<file path="src/rtl/key_irq_ctrl.sv">
// Key-line interrupt controller: synchronises and debounces keys, latches rising edges
// as pending requests, and arbitrates one request at a time to the fetch PC mux.
module key_irq_ctrl #(
  parameter int          NKEYS           = 4,
  parameter int          DEBOUNCE_CYCLES = 16,
  parameter logic [31:0] VECTOR_BASE     = 32'd148,
  parameter logic [31:0] VECTOR_STRIDE   = 32'd16
) (
  input  logic             clk,
  input  logic             reset,
  input  logic [NKEYS-1:0] key_in,
  input  logic [NKEYS-1:0] irq_mask,
  input  logic [31:0]      pc_in,
  input  logic             irq_ack,
  input  logic             irq_ret,
  output logic             irq_req,
  output logic [31:0]      irq_vector,
  output logic [1:0]       irq_id,
  output logic [31:0]      epc,
  output logic             in_service,
  output logic [NKEYS-1:0] pending
);

  localparam int            CW       = $clog2(DEBOUNCE_CYCLES) + 1;
  localparam logic [CW-1:0] CNT_LAST = CW'(DEBOUNCE_CYCLES - 1);

  typedef enum logic [1:0] {IDLE, REQUEST, SERVICE} state_t;

  state_t           state;
  logic [NKEYS-1:0] sync1;
  logic [NKEYS-1:0] key_s;
  logic [NKEYS-1:0] stable;
  logic [NKEYS-1:0] rise;
  logic [NKEYS-1:0] clr;
  logic [CW-1:0]    cnt [NKEYS];
  logic [1:0]       win;

  // rise fires on the same edge that the debounced level flips 0->1
  always_comb begin
    rise = '0;
    clr  = '0;
    for (int i = 0; i < NKEYS; i++) begin
      rise[i] = irq_mask[i] && !stable[i] && key_s[i] && (cnt[i] == CNT_LAST);
      clr[i]  = (state == REQUEST) && irq_ack && (irq_id == 2'(i));
    end
  end

  always_comb begin
    win = 2'd0;
    for (int i = NKEYS - 1; i >= 0; i--) begin
      if (pending[i]) win = 2'(i);
    end
  end

  always_ff @(posedge clk or negedge reset) begin
    if (!reset) begin
      sync1   <= '0;
      key_s   <= '0;
      stable  <= '0;
      pending <= '0;
      for (int i = 0; i < NKEYS; i++) cnt[i] <= '0;
    end else begin
      sync1 <= key_in;
      key_s <= sync1;
      for (int i = 0; i < NKEYS; i++) begin
        if (key_s[i] == stable[i]) begin
          cnt[i] <= '0;
        end else if (cnt[i] == CNT_LAST) begin
          stable[i] <= key_s[i];
          cnt[i]    <= '0;
        end else begin
          cnt[i] <= cnt[i] + CW'(1);
        end
      end
      // a new edge on the bit being acknowledged outranks the clear
      pending <= (pending & ~clr) | rise;
    end
  end

  always_ff @(posedge clk or negedge reset) begin
    if (!reset) begin
      state      <= IDLE;
      irq_req    <= 1'b0;
      irq_id     <= 2'd0;
      irq_vector <= 32'd0;
      epc        <= 32'd0;
      in_service <= 1'b0;
    end else begin
      case (state)
        IDLE: begin
          if (|pending) begin
            state      <= REQUEST;
            irq_req    <= 1'b1;
            irq_id     <= win;
            irq_vector <= VECTOR_BASE + 32'(win) * VECTOR_STRIDE;
          end
        end
        REQUEST: begin
          if (irq_ack) begin
            state      <= SERVICE;
            irq_req    <= 1'b0;
            in_service <= 1'b1;
            epc        <= pc_in;
          end
        end
        SERVICE: begin
          if (irq_ret) begin
            state      <= IDLE;
            in_service <= 1'b0;
          end
        end
        default: begin
          state      <= IDLE;
          irq_req    <= 1'b0;
          in_service <= 1'b0;
        end
      endcase
    end
  end

endmodule

</file>
<file path="config.mk">
export PLATFORM = sky130hd
export DESIGN_NAME = key_irq_ctrl
export DESIGN_NICKNAME = d
export VERILOG_FILES = /design/src/rtl/key_irq_ctrl.sv
export SDC_FILE = /design/constraint.sdc
export NUM_CORES = 1
export LEC_CHECK = 0
export CAP_MARGIN = 30
export CORE_MARGIN = 5
export CORE_UTILIZATION = 42
export CTS_BUF_LIST = sky130_fd_sc_hd__clkbuf_8
export DETAILED_ROUTE_END_ITERATION = 12
export MAX_ROUTING_LAYER = met4
export PLACE_DENSITY = 0.83
export SYNTH_ARGS = -nofsm -noshare
export SYNTH_HDL_FRONTEND = slang
export SYNTH_SLANG_ARGS = --single-unit
export TNS_END_PERCENT = 20
</file>
<file path="constraint.sdc">
create_clock -name clk -period 1.34 [get_ports clk]
set_input_delay 0.134 -clock clk [delete_from_list [all_inputs] [get_ports clk]]
set_output_delay 0.134 -clock clk [all_outputs]
set_load 0.01 [all_outputs]
</file>
==> results.cfg, run 1 <==
[timing]
clock-skew-final_ns = 0.0153
report.final.hold_viol_count = 0
timing_max_transition_violations_final = 0
hold_ws_ns = 0.232
timing.final.crit_period_ns = 1.39
final_critical_path_setup_slack_ns = -0.0537
maxClockFrequency_mhz = 718
grt_setup_unrepaired = true
report.final.setup_viol = 2
final.period_utilization_pct = 104

[floorplan]
floorplan.die.width_um = 97.6
row_count = 32
die_h_um = 97.6
die_area_sq_um = 9530
floorplan.initialDensity_pct = 42.4
io_pins = 116
core_area_sq_um = 7610

[clocking]
cts.sinks = 78
ctsLongestPathBuffers = 2
cts_max_level = 3
clk_latency_ns = 0.34
path_clk_slew_ns = 0.09
clock_tree.root_cell = clkbuf_8
tritoncts.num_buffers = 9
clock_tree_from_tritoncts = built

[finish]
layout.cells.most_common_list = dfrtp_1 (77), clkdlybuf4s50_1 (42), dlygate4sd2_1 (42)
area.growth.synth_to_final_pct = 38.9
antennaDiodeCount = 0
final_cell_count_no_fill = 472
drive_above_1_share_pct = 22.7
finish.net_count = 413
layout.core_utilization_pct = 58.9
mostFrequentLayoutCell = dfrtp_1
design_area_sq_um = 4480

[detailed_routing]
ant_nets = 0
initialDrtViolationCount = 61
routed_wire_length_per_instance_um = 15.3
route.detailed.drc = 0
detailed_route_wl_um = 7200
drt_pass1_iterations = 4
routed-via-count = 2205
routed_via_density = 4.67

[worst_setup_path]
reg2reg_to = irq_vector[2]
cp.arrival_ns = 1.63
worst-r2r-cell-count = 3
crit_type = reg2reg
worst_flop_to_flop_path_startpoint = pending[2]
worst_reg_to_reg_setup_slack_ns = -0.05
worstSetupStartpointType = flop
critPathMaxFanout = 2
critPathCaptureType = flop
critical_path_required_ns = 1.58

[worst_hold_path]
min_to = sync1[1]
worst_hold_path_cells = 1
hp-start = key_in[1]
hold_path_class = in2reg

[synthesis]
synth_simple_gate_area_share_pct = 8.57
synth_sequential_area_ratio_pct = 60.5
post_synth_mux_area_share_pct = 12.6
synthCells = 255
synth_top_family_by_area = multiplexers
netlist_area_sq_um = 3230
ys_types = 32
synth.avg_cell_area_sq_um = 12.6
synth-compound-area-share_pct = 5.24
synth_fa_ha_area_share_pct = 1.55
postSynthRegisterBits = 78
yosysWarningCount = 0
synth_xor_area_share_pct = 3.26

[global_route]
grt_pass1_wl_um = 11300
number_of_antenna_violations_at_the_first_check_in_global_routing = 0
grt_pass1_vias = 2419
gr-total-overflow = 0
grt_start_max_net_pins = 34
gr-usage-all-layers_pct = 15.3

[run_status]
violations_in_the_final_reports = negative setup slack
run_status = complete, but fails checks

[pwr]
vdd.ir_drop.worst_mv = 1.11
p_leak_nw = 2.15
power-per-cell-area_nw_per_um2 = 1700

[run]
maxCapViolations = 0

[place]
dp_hpwl_um = 5230
detailed_place.area_sq_um = 4220
dpl.cell_count = 452
finalWeightedCongestion = 0.785
portBuffers = 88
place_worst_setup_slack_ns = -0.115
## power breakdown
| part | switching [W] | internal (W) |
|---|---|---|
| Combinational | 0.00112 | 0.00139 |
| Sequential | 0.000332 | 0.00297 |
| Clock | 0.000870 | 0.000921 |
## worst max path at each step
stage / from / end / slack, ns / cells after the start
after floorplan: pending[3] / irq_vector[2] / -0.09 / 3
final: pending[2] / irq_vector[2] / -0.05 / 3
after detailed placement: irq_ack / epc[31] / -0.12 / 4
after global routing: pending[3] / irq_vector[2] / -0.08 / 3
after CTS: pending[3] / irq_vector[2] / -0.04 / 3
after global placement: irq_ack / epc[1] / -0.1 / 4
## logic make-up after synthesis
family                     Yosys count
DFF                                 78
buffers and inverters               39
xor gates and xnor gates            12
muxes                               36
other                                1
AOI/OAI and AO/OA                   27
adders and majority gates            4
and+or+nand+nor                     58
## worst max-delay path: stages, from the launching register on
cell	delay (ns)
dfrtp_2	0.41
or4_4	0.54
and2_4	0.16
or2_1	0.19
## per-layer routing
metal | vias up | share of wire (%) | global-route usage (%)
met5 | - | 0 | -
met4 | 0 | 1.5 | 5.54
met3 | 13 | 8.1 | 4.95
met2 | 90 | 49 | 24.7
met1 | 1071 | 41 | 18.0
li1 | 1031 | - | -
## through the flow
stage          power [W]  setup TNS [ns]
6_report         0.00761          -0.103
5_1_grt          0.00806          -0.287
4_1_cts          0.00755         -0.0755
3_5_place_dp     0.00615           -3.34
3_3_place_gp     0.00605           -3.35
2_1_floorplan    0.00460          -0.156
## sequential cells by signal, indices dropped and copies added (netlist names)
register	flops
pending	4
stable	4
key_s	4
in_service	1
epc	32
irq_req	1
irq_id	2
irq_vector	4
sync1	4
state	2
cnt	20
## area by class of cell
type | instances | area, sq um
flip-flops and latches | 78 | 1950
repair buffers | 106 | 1030
inverters | 6 | 22.5
clock buffers | 10 | 138
multi-input cells | 164 | 1140
clock inverters | 6 | 68.8
well taps | 102 | 128
fillers | 631 | 3130
## timing repair
action,CTS,global route
hold endpoints to repair,28,0
resized for setup,47,16
endpoints found under the setup margin,48,50
pin swaps,1,2
hold buffers,1,0
cloned,0,2
setup buffers,0,1
## cell usage after synthesis
| master | number | share of area, % |
|---|---|---|
| or3_2 | 1 | 0.23 |
| nand2b_1 | 1 | 0.19 |
| inv_1 | 6 | 0.70 |
| a22oi_1 | 1 | 0.23 |
| and3_1 | 4 | 0.78 |
| or4_1 | 2 | 0.47 |
| o21ai_0 | 11 | 1.7 |
| dfrtp_1 | 78 | 61 |
| a21o_2 | 1 | 0.27 |
| buf_2 | 1 | 0.16 |
| buf_4 | 31 | 7.2 |
| nand3_1 | 8 | 1.2 |
| mux2_2 | 36 | 13 |
| xor2_1 | 12 | 3.3 |
| a21oi_1 | 5 | 0.78 |
| o22ai_1 | 1 | 0.19 |
| a211oi_1 | 1 | 0.23 |
| ha_1 | 4 | 1.6 |
| o22a_1 | 1 | 0.27 |
| or2_2 | 1 | 0.19 |
| o31ai_1 | 1 | 0.23 |
| nor3b_1 | 1 | 0.23 |
| and2_1 | 5 | 0.97 |
| a2bb2oi_1 | 1 | 0.27 |
| nand2_1 | 9 | 1.0 |
| nor2_1 | 24 | 2.8 |
| clkbuf_1 | 1 | 0.12 |
| nand3b_1 | 1 | 0.23 |
| or2_1 | 1 | 0.19 |
| o41ai_1 | 3 | 0.81 |
| o21a_1 | 1 | 0.23 |
| conb_1 | 1 | 0.12 |
(Power assumes the default switching activity.)
==> inputs of run 2 (changes only) <==
- CAP_MARGIN: 30 -> not set
- CORE_ASPECT_RATIO: not set -> 1.4
==> run 2 against run 1 <==
The flow still finishes with violations (negative setup slack). Via count rose by 0.50%. Wire length fell by 10%. Setup slack improved by 0.0075 ns. Critical path depth did not move. Worst hold slack got worse by 0.017 ns. Critical path type unchanged.
==> results.cfg, run 2 (synthesis gave the netlist of run 1 again) <==
[run_status]
run_status = complete, but fails checks
violations_in_the_final_reports = negative setup slack

[worst_setup_path]
reg2reg_to = irq_vector[2]
worstSetupStartpointType = flop
critPathMaxFanout = 2
cp.arrival_ns = 1.61
critical_path_required_ns = 1.56
worst_reg_to_reg_setup_slack_ns = -0.05
crit_path_top_delay_cell = or4_4
critical_path.top_delay_family = simple AND/OR/NAND/NOR gates
worst-path-buf-inv = 0
max_stage_delay_ns = 0.52
worst-r2r-cell-count = 3
worst_flop_to_flop_path_startpoint = pending[2]
critical_path.cell_chain = or4_4 -> and2_4 -> or2_1
crit_type = reg2reg
critPathCaptureType = flop

[finish]
area.growth.synth_to_final_pct = 37.0
layout.core_utilization_pct = 59.6
finish.net_count = 413
largest_registers_ranked_by_flip_flop_count = epc (32), cnt (20)
mostFrequentLayoutCell = dfrtp_1
drive_above_1_share_pct = 22.8
layout.cells.most_common_list = dfrtp_1 (77), clkdlybuf4s50_1 (42), dlygate4sd2_1 (41)
top_register = epc
antennaDiodeCount = 0
n_fill_cell = 615
flip_flop_count_of_the_largest_register_after_layout = 32

[timing]
clock-skew-final_ns = 0.00809
report.final.setup_viol = 2
final.period_utilization_pct = 103
timing.final.crit_period_ns = 1.39
report.final.hold_viol_count = 0
timing_max_transition_violations_final = 0
grt_setup_unrepaired = true
setup-tns-final_ns = -0.0717
maxClockFrequency_mhz = 721
final_critical_path_setup_slack_ns = -0.0462

[detailed_routing]
route.detailed.drc = 0
drt_pass1_iterations = 4
detailed_route_wl_um = 6480
routed_wire_length_per_instance_um = 13.9
initialDrtViolationCount = 85
routed-via-count = 2216
routed_via_density = 4.77
ant_nets = 0

[global_route]
grt_start_max_net_pins = 37
gr-total-overflow = 0
grt_pass1_wl_um = 10600
grt_pass1_vias = 2385
number_of_antenna_violations_at_the_first_check_in_global_routing = 0
gr-usage-all-layers_pct = 14.3

[clocking]
path_clk_slew_ns = 0.07
ctsLongestPathBuffers = 2
clk_latency_ns = 0.34
cts.sinks = 78
tritoncts.num_buffers = 9
clock_tree_from_tritoncts = built
cts_max_level = 3
clock_tree.root_cell = clkbuf_8

[pwr]
power_w = 0.00727
p_leak_nw = 2.12
vdd.ir_drop.worst_mv = 0.962
power-per-cell-area_nw_per_um2 = 1650

[floorplan]
io_pins = 116
row_count = 37
die_h_um = 114
floorplan.die.width_um = 84.1
die_area_sq_um = 9560
core_area_sq_um = 7410
floorplan.initialDensity_pct = 43.5

[run]
maxCapViolations = 0

[worst_hold_path]
hold_path_class = in2async

[place]
dp_hpwl_um = 4870
portBuffers = 88
finalWeightedCongestion = 0.857
[run 2: cell types whose count changed in the layout (fill, tap and decap cells not counted), moves of 2 or more]
cell,delta
clkinv_4,-2
o21ai_1,-3
buf_4,+3
nor2_2,+2
nor2_1,-2
clkbuf_16,-2
o21ai_0,+2
[run 2: worst max-delay path by stage]
stage	slack (ns)	end	start	cells past startpoint
2_1_floorplan	-0.09	irq_vector[2]	pending[3]	3
3_3_place_gp	-0.12	epc[31]	irq_ack	4
3_5_place_dp	-0.12	epc[30]	irq_ack	4
4_1_cts	-0.04	irq_vector[2]	pending[3]	3
5_1_grt	-0.08	irq_vector[2]	pending[3]	3
6_report	-0.05	irq_vector[2]	pending[2]	3
[run 2: area by class of cell]
type                    instances  area [sq um]  area share (%)
flip-flops and latches         78          1950            44.2
multi-input cells             164          1150            26.1
repair buffers                106           990            22.4
clock buffers                   9           124            2.80
well taps                      97           121            2.75
clock inverters                 5          53.8            1.22
inverters                       6          22.5           0.510
[run 2: stage by stage]
step / cell area, sq um / cells / worst slack (ns) / hold slack [ns]
after floorplan: 3320 / 281 / -0.0907 / -0.162
after global placement: 4210 / 447 / -0.117 / 0.0286
after detailed placement: 4210 / 447 / -0.117 / 0.0313
after CTS: 4370 / 464 / -0.0356 / 0.207
after global routing: 4420 / 465 / -0.0809 / 0.198
final: 4420 / 465 / -0.0462 / 0.215
[run 2: timing repair]
action,CTS,global route
endpoints found under the setup margin,47,25
hold buffers,1,0
gates resized for setup,47,17
endpoints found under the hold margin,53,0
buffers inserted,2,1
pin swaps,0,3
[run 2: routing by layer]
metal  vias up  GRT usage (%)  share of wire (%)
met5         -              -                  0
met4         0           4.83                2.0
met3        13           6.21                8.8
met2        96           24.1                 51
met1      1080           15.0                 38
li1       1027              -                  -
[run 2: report_power, final]
part | leakage [nW] | switching, W | internal [W]
logic | 1.06 | 0.00106 | 0.00134
registers | 0.964 | 0.000299 | 0.00297
clock network | 0.0884 | 0.000774 | 0.000829
total | 2.12 | 0.00213 | 0.00514
